===== config.mk =====
export PLATFORM = sky130hd
export DESIGN_NAME = bpu_btb
export DESIGN_NICKNAME = d
export VERILOG_FILES = /design/src/rtl/bpu_btb.sv
export SDC_FILE = /design/constraint.sdc
export NUM_CORES = 2
export LEC_CHECK = 0
export CAP_MARGIN = 20
export CELL_PAD_IN_SITES_DETAIL_PLACEMENT = 1
export CELL_PAD_IN_SITES_GLOBAL_PLACEMENT = 1
export CORE_MARGIN = 3
export CORE_UTILIZATION = 56
export DETAILED_ROUTE_END_ITERATION = 6
export PLACE_DENSITY_LB_ADDON = 0.1
export SETUP_SLACK_MARGIN = 0.1
export SYNTH_ARGS = -nofsm -noshare
export SYNTH_HDL_FRONTEND = slang
export SYNTH_SLANG_ARGS = --single-unit

===== constraint.sdc =====
create_clock -name clk -period 14.8 [get_ports clk]
set_clock_uncertainty 0.15 [all_clocks]
set_input_delay 2.96 -clock clk [delete_from_list [all_inputs] [get_ports clk]]
set_output_delay 2.96 -clock clk [all_outputs]
set_load 0.05 [all_outputs]

===== src/rtl/bpu_btb.sv =====
// Direct-mapped, tagged branch target buffer with per-entry saturating direction
// counters. Lookup is combinational off registered state; training is clocked.
module bpu_btb #(
  parameter int XLEN    = 32,
  parameter int ENTRIES = 16,
  parameter int CNT_W   = 2
) (
  input  logic            clk,
  input  logic            rst,
  input  logic [XLEN-1:0] fetch_pc,
  input  logic            fetch_valid,
  input  logic            stall,
  output logic            pred_taken,
  output logic [XLEN-1:0] pred_target,
  input  logic            upd_valid,
  input  logic [XLEN-1:0] upd_pc,
  input  logic            upd_taken,
  input  logic            upd_is_jump,
  input  logic [XLEN-1:0] upd_target,
  input  logic            inval_all,
  output logic [31:0]     lookup_cnt,
  output logic [31:0]     hit_cnt
);

  localparam int IDX_W = $clog2(ENTRIES);
  localparam int TAG_W = XLEN - IDX_W - 2;

  localparam logic [CNT_W-1:0] CNT_MAX  = '1;
  localparam logic [CNT_W-1:0] CNT_ZERO = '0;
  localparam logic [CNT_W-1:0] CNT_ONE  = CNT_W'(1);
  localparam logic [CNT_W-1:0] CNT_WEAK = CNT_W'(1 << (CNT_W - 1));

  // Handshake: fetch_valid and upd_valid are pure qualifiers with no ready;
  // the BTB answers every lookup and accepts every update in the same cycle.

  logic [ENTRIES-1:0] valid_q;
  logic [TAG_W-1:0]   tag_q    [ENTRIES];
  logic [XLEN-1:0]    target_q [ENTRIES];
  logic [CNT_W-1:0]   cnt_q    [ENTRIES];
  logic [ENTRIES-1:0] jmp_q;

  logic [IDX_W-1:0] f_idx;
  logic [TAG_W-1:0] f_tag;
  logic [IDX_W-1:0] u_idx;
  logic [TAG_W-1:0] u_tag;
  logic             hit;
  logic             u_hit;
  logic             unused_pc_lsbs;

  assign f_idx = fetch_pc[IDX_W+1:2];
  assign f_tag = fetch_pc[XLEN-1:IDX_W+2];
  assign u_idx = upd_pc[IDX_W+1:2];
  assign u_tag = upd_pc[XLEN-1:IDX_W+2];
  assign unused_pc_lsbs = ^{fetch_pc[1:0], upd_pc[1:0]};

  // Masking with rst makes the fall-through prediction visible in the reset cycle.
  assign hit = fetch_valid & ~rst & valid_q[f_idx] & (tag_q[f_idx] == f_tag);
  assign u_hit = valid_q[u_idx] & (tag_q[u_idx] == u_tag);

  assign pred_taken  = hit & (jmp_q[f_idx] | cnt_q[f_idx][CNT_W-1]);
  assign pred_target = pred_taken ? target_q[f_idx] : fetch_pc + XLEN'(4);

  always_ff @(posedge clk) begin
    if (rst) begin
      valid_q    <= '0;
      jmp_q      <= '0;
      lookup_cnt <= '0;
      hit_cnt    <= '0;
      for (int i = 0; i < ENTRIES; i++) begin
        tag_q[i]    <= '0;
        target_q[i] <= '0;
        cnt_q[i]    <= '0;
      end
    end else begin
      if (fetch_valid && !stall) begin
        lookup_cnt <= lookup_cnt + 32'd1;
        if (hit) hit_cnt <= hit_cnt + 32'd1;
      end

      if (inval_all) begin
        valid_q <= '0;
      end else if (upd_valid) begin
        if (u_hit) begin
          if (upd_taken) begin
            if (cnt_q[u_idx] != CNT_MAX) cnt_q[u_idx] <= cnt_q[u_idx] + CNT_ONE;
            target_q[u_idx] <= upd_target;
            jmp_q[u_idx]    <= upd_is_jump;
          end else if (cnt_q[u_idx] != CNT_ZERO) begin
            cnt_q[u_idx] <= cnt_q[u_idx] - CNT_ONE;
          end
        end else if (upd_taken) begin
          // Only taken outcomes allocate; a new entry starts weakly taken.
          valid_q[u_idx]  <= 1'b1;
          tag_q[u_idx]    <= u_tag;
          target_q[u_idx] <= upd_target;
          jmp_q[u_idx]    <= upd_is_jump;
          cnt_q[u_idx]    <= CNT_WEAK;
        end
      end
    end
  end

endmodule

==> impl_metrics.env <==
export IMPL_synth_most_common_cell="edfxtp_1"
export IMPL_core_um2=95600
export IMPL_wl_per_cell_um=36.8
export IMPL_p_switching_mw=1.80
export IMPL_status="finished clean"
export IMPL_clock_latency_ns=0.73
export IMPL_place_ws_ns=3.14
export IMPL_vdd_drop_max_uv=100
export IMPL_place_congestion=0.899
export IMPL_crit_type="in -> out"
export IMPL_synth_nets=4078
export IMPL_cts_hold_buf=0
export IMPL_ys_seq_elements=1056
export IMPL_antenna_found_initial=19
export IMPL_vias=38600
export IMPL_post_synth_cell_area_avg_um2=13.7
export IMPL_power_share_clock_pct=39.5
export IMPL_cpPeakStageDelay_ns=0.89
export IMPL_intPower_mw=5.22
export IMPL_drt_total_wl_um=196000
export IMPL_relSlewSlack_pct=10.1
export IMPL_critPathMaxFanout=70
export IMPL_drt_iter0_markers=6114
export IMPL_clockBufferDepth=3
export IMPL_max_freq_mhz=85.0
export IMPL_finalNonFillerCells=5310
export IMPL_grt_pass1_vias=39700
export IMPL_startpoint_type="input pin"
export IMPL_finalSetupViolCount=0
export IMPL_crit_arrival_ns=8.66
export IMPL_final_net_count=4053
export IMPL_dp_hpwl_um=113000
export IMPL_maxCapViolations=0
export IMPL_reg2reg_slack_ns=9.54
export IMPL_setup_ws_ns=3.03
export IMPL_r2r_cells=10
export IMPL_setup_worst_path_start="fetch_pc[2]"
export IMPL_place_inst=5092
export IMPL_ys_seq_area_share_pct=56.6
export IMPL_area_growth_pct=11.5
export IMPL_synthArstFlopShare_pct=0
export IMPL_p_per_area_nw_per_um2=116
export IMPL_grt_ovfl_total=0
export IMPL_min_period_ns=11.77
export IMPL_hold_ws_ns=0.327
export IMPL_io_pins=201
export IMPL_synth_cells=3971
export IMPL_root_buffer="clkbuf_16"
export IMPL_netlist_top_cells_count="edfxtp_1, and3_1, mux4_2"
export IMPL_hold_violations=0
export IMPL_fin_crit_sh_pct=79.5
export IMPL_cts_repair_resized=0
export IMPL_cts_tree="built"
export IMPL_htreeDepth=3
export IMPL_fillCellCount=8801
export IMPL_rsz0062_at_grt="false"
export IMPL_holdCritPathClass="reg -> reg"
export IMPL_grt_pass1_wl_um=281000
export IMPL_tightest_slew_ns=1.35
export IMPL_syn_area_um2=54300
export IMPL_viasPerCell=7.27
export IMPL_p_comb_share_pct=11.2
export IMPL_synthFlopType="edfxtp_1"
export IMPL_endpoint_kind="primary output"
export IMPL_initial_core_util_pct=56.8
export IMPL_reg2reg_to="cnt_q[0][0]"
export IMPL_multi_input_area_um2=21800
export IMPL_dieArea_um2=101000
export IMPL_cts_setup_buffers=0
export IMPL_layout_drive_gt1_share_pct=17.1
export IMPL_numClockSinks=1056
export IMPL_track_usage_pct=38.9
export IMPL_reg2reg_from="tag_q[0][0]"
export IMPL_sw_frac_of_total_pct=25.6
export IMPL_seq_area_um2=30700
export IMPL_cts_buffers=111
export IMPL_drv_slew=0
export IMPL_cts_reportedPaths_clkPinSlew_ns=0.06
export IMPL_ys_top_cells_by_area="edfxtp_1, mux4_2, and3_1"
export IMPL_ant_nets=0
export IMPL_leakagePower_nw=23.3
export IMPL_crit_end="pred_target[11]"
export IMPL_num_rows=113
export IMPL_yosysTopAreaCell="edfxtp_1"
export IMPL_ys_warn_count=0
export IMPL_worstPathRequired_ns=11.69
export IMPL_cpMaxStageDelayCell="clkdlybuf4s50_1"
export IMPL_die_h_um=317
export IMPL_seqPwrFrac_pct=49.3
export IMPL_drt_drc_violations_left=0
export IMPL_yosysTopAreaCellShare_pct=53.1
export IMPL_portBuffers=198
export IMPL_synth_cell_type_count=79
export IMPL_final_setup_tns_ns=0
export IMPL_first_pass_iters=5
export IMPL_grt_max_degree=303
export IMPL_die_w_um=317
export IMPL_synth_edf_count=960
export IMPL_critical_path_cell_chain="buf_8 -> buf_4 -> mux4_2 -> mux2i_1 -> a21oi_1 -> mux2i_1 -> nand4_1 -> or4_4 -> or3_2 -> buf_4 -> a21oi_1 -> clkdlybuf4s50_1"
[worst min-delay path by stage]
| stage | start | to | cells past startpoint |
|---|---|---|---|
| 6_report | jmp_q[5] | jmp_q[5] | 2 |
| 5_1_grt | valid_q[14] | valid_q[14] | 1 |
| 2_1_floorplan | valid_q[14] | valid_q[14] | 1 |
| 3_5_place_dp | jmp_q[3] | jmp_q[3] | 2 |
| 3_3_place_gp | valid_q[15] | valid_q[15] | 1 |
| 4_1_cts | jmp_q[5] | jmp_q[5] | 2 |
[worst max-delay path: cells and delay by family]
kind | cells | cell delay [ns]
AND/OR/NAND/NOR | 3 | 1.18
multiplexers | 3 | 1.44
buffers and inverters | 4 | 2.31
AO/OA/AOI/OAI | 2 | 0.61
[layout make-up]
cell class	count	share of cell area (%)
tap	1265	2.61
inverter	51	0.316
clock inverter	75	1.11
timing repair buffer	282	4.51
antenna	8	0.0331
sequential	1056	50.8
multi-input combinational	2444	35.9
clock buffer	129	4.70
[per-layer routing]
layer / wire (um) / global-route usage [%] / vias to the layer above / part of all wire, %
met5: 59 / 0 / - / 0.030
met4: 8990 / 17.2 / 8 / 4.6
met3: 25000 / 10.3 / 522 / 13
met2: 90900 / 60.4 / 2789 / 46
met1: 70700 / 52.2 / 20000 / 36
li1: - / - / 15300 / -
[placed cells by master, fill, tap and decap left out, types with 17 or more instances in the layout]
cell             instances
nor2b_1                 32
buf_4                   79
a21o_1                  18
inv_1                   50
clkbuf_1                18
xor2_1                  50
mux4_1                  17
clkdlybuf4s50_1        190
mux2_2                  40
xnor2_1                 55
nor3_1                  60
nor2_1                 156
and2_1                 233
nand2_1                116
nand3_1                 44
nand4_1                 29
and3_1                 718
mux2i_1                143
a21oi_1                 75
dfxtp_1                 96
mux4_2                 336
edfxtp_1               960
clkinv_2                22
clkinv_1                32
o21ai_0                 47
clkbuf_16              111
[state kept, by name, indices dropped and copies added (netlist names)]
signal	count
valid_q	16
cnt_q	32
target_q	512
tag_q	416
hit_cnt	32
lookup_cnt	32
jmp_q	16
[stage by stage]
step / instance area, um2 / total power, mW / utilization, %
floorplan: 54300 / 3.95 / -
global placement: 56900 / 4.23 / 59.5
detailed placement: 56900 / 4.27 / 59.5
CTS: 60400 / 7.00 / 63.2
global route: 60500 / 7.17 / 63.3
finish: 60500 / 7.02 / 63.4
[power groups by stage]
stage               registers [mW]  logic (mW)  clock network, mW
floorplan                     3.48       0.466                  0
global placement              3.49       0.737                  0
detailed placement            3.51       0.755                  0
CTS                           3.45       0.763               2.78
global route                  3.47       0.810               2.90
finish                        3.46       0.789               2.77
[cell families (layout without fill, tap and decap cells)]
| group | after synthesis | in the layout | share of synthesized area, % |
|---|---|---|---|
| xor gates and xnor gates | 105 | 105 | 1.69 |
| DFF | 1056 | 1056 | 56.6 |
| other | 0 | 8 | 0 |
| adders and majority gates | 3 | 3 | 0.0691 |
| muxes | 539 | 539 | 18.3 |
| buffers and inverters | 471 | 537 | 3.72 |
| and+or+nand+nor | 1502 | 1502 | 15.8 |
| AOI/OAI and AO/OA | 295 | 295 | 3.75 |
Note: power is estimated with default switching activity, not from simulation.
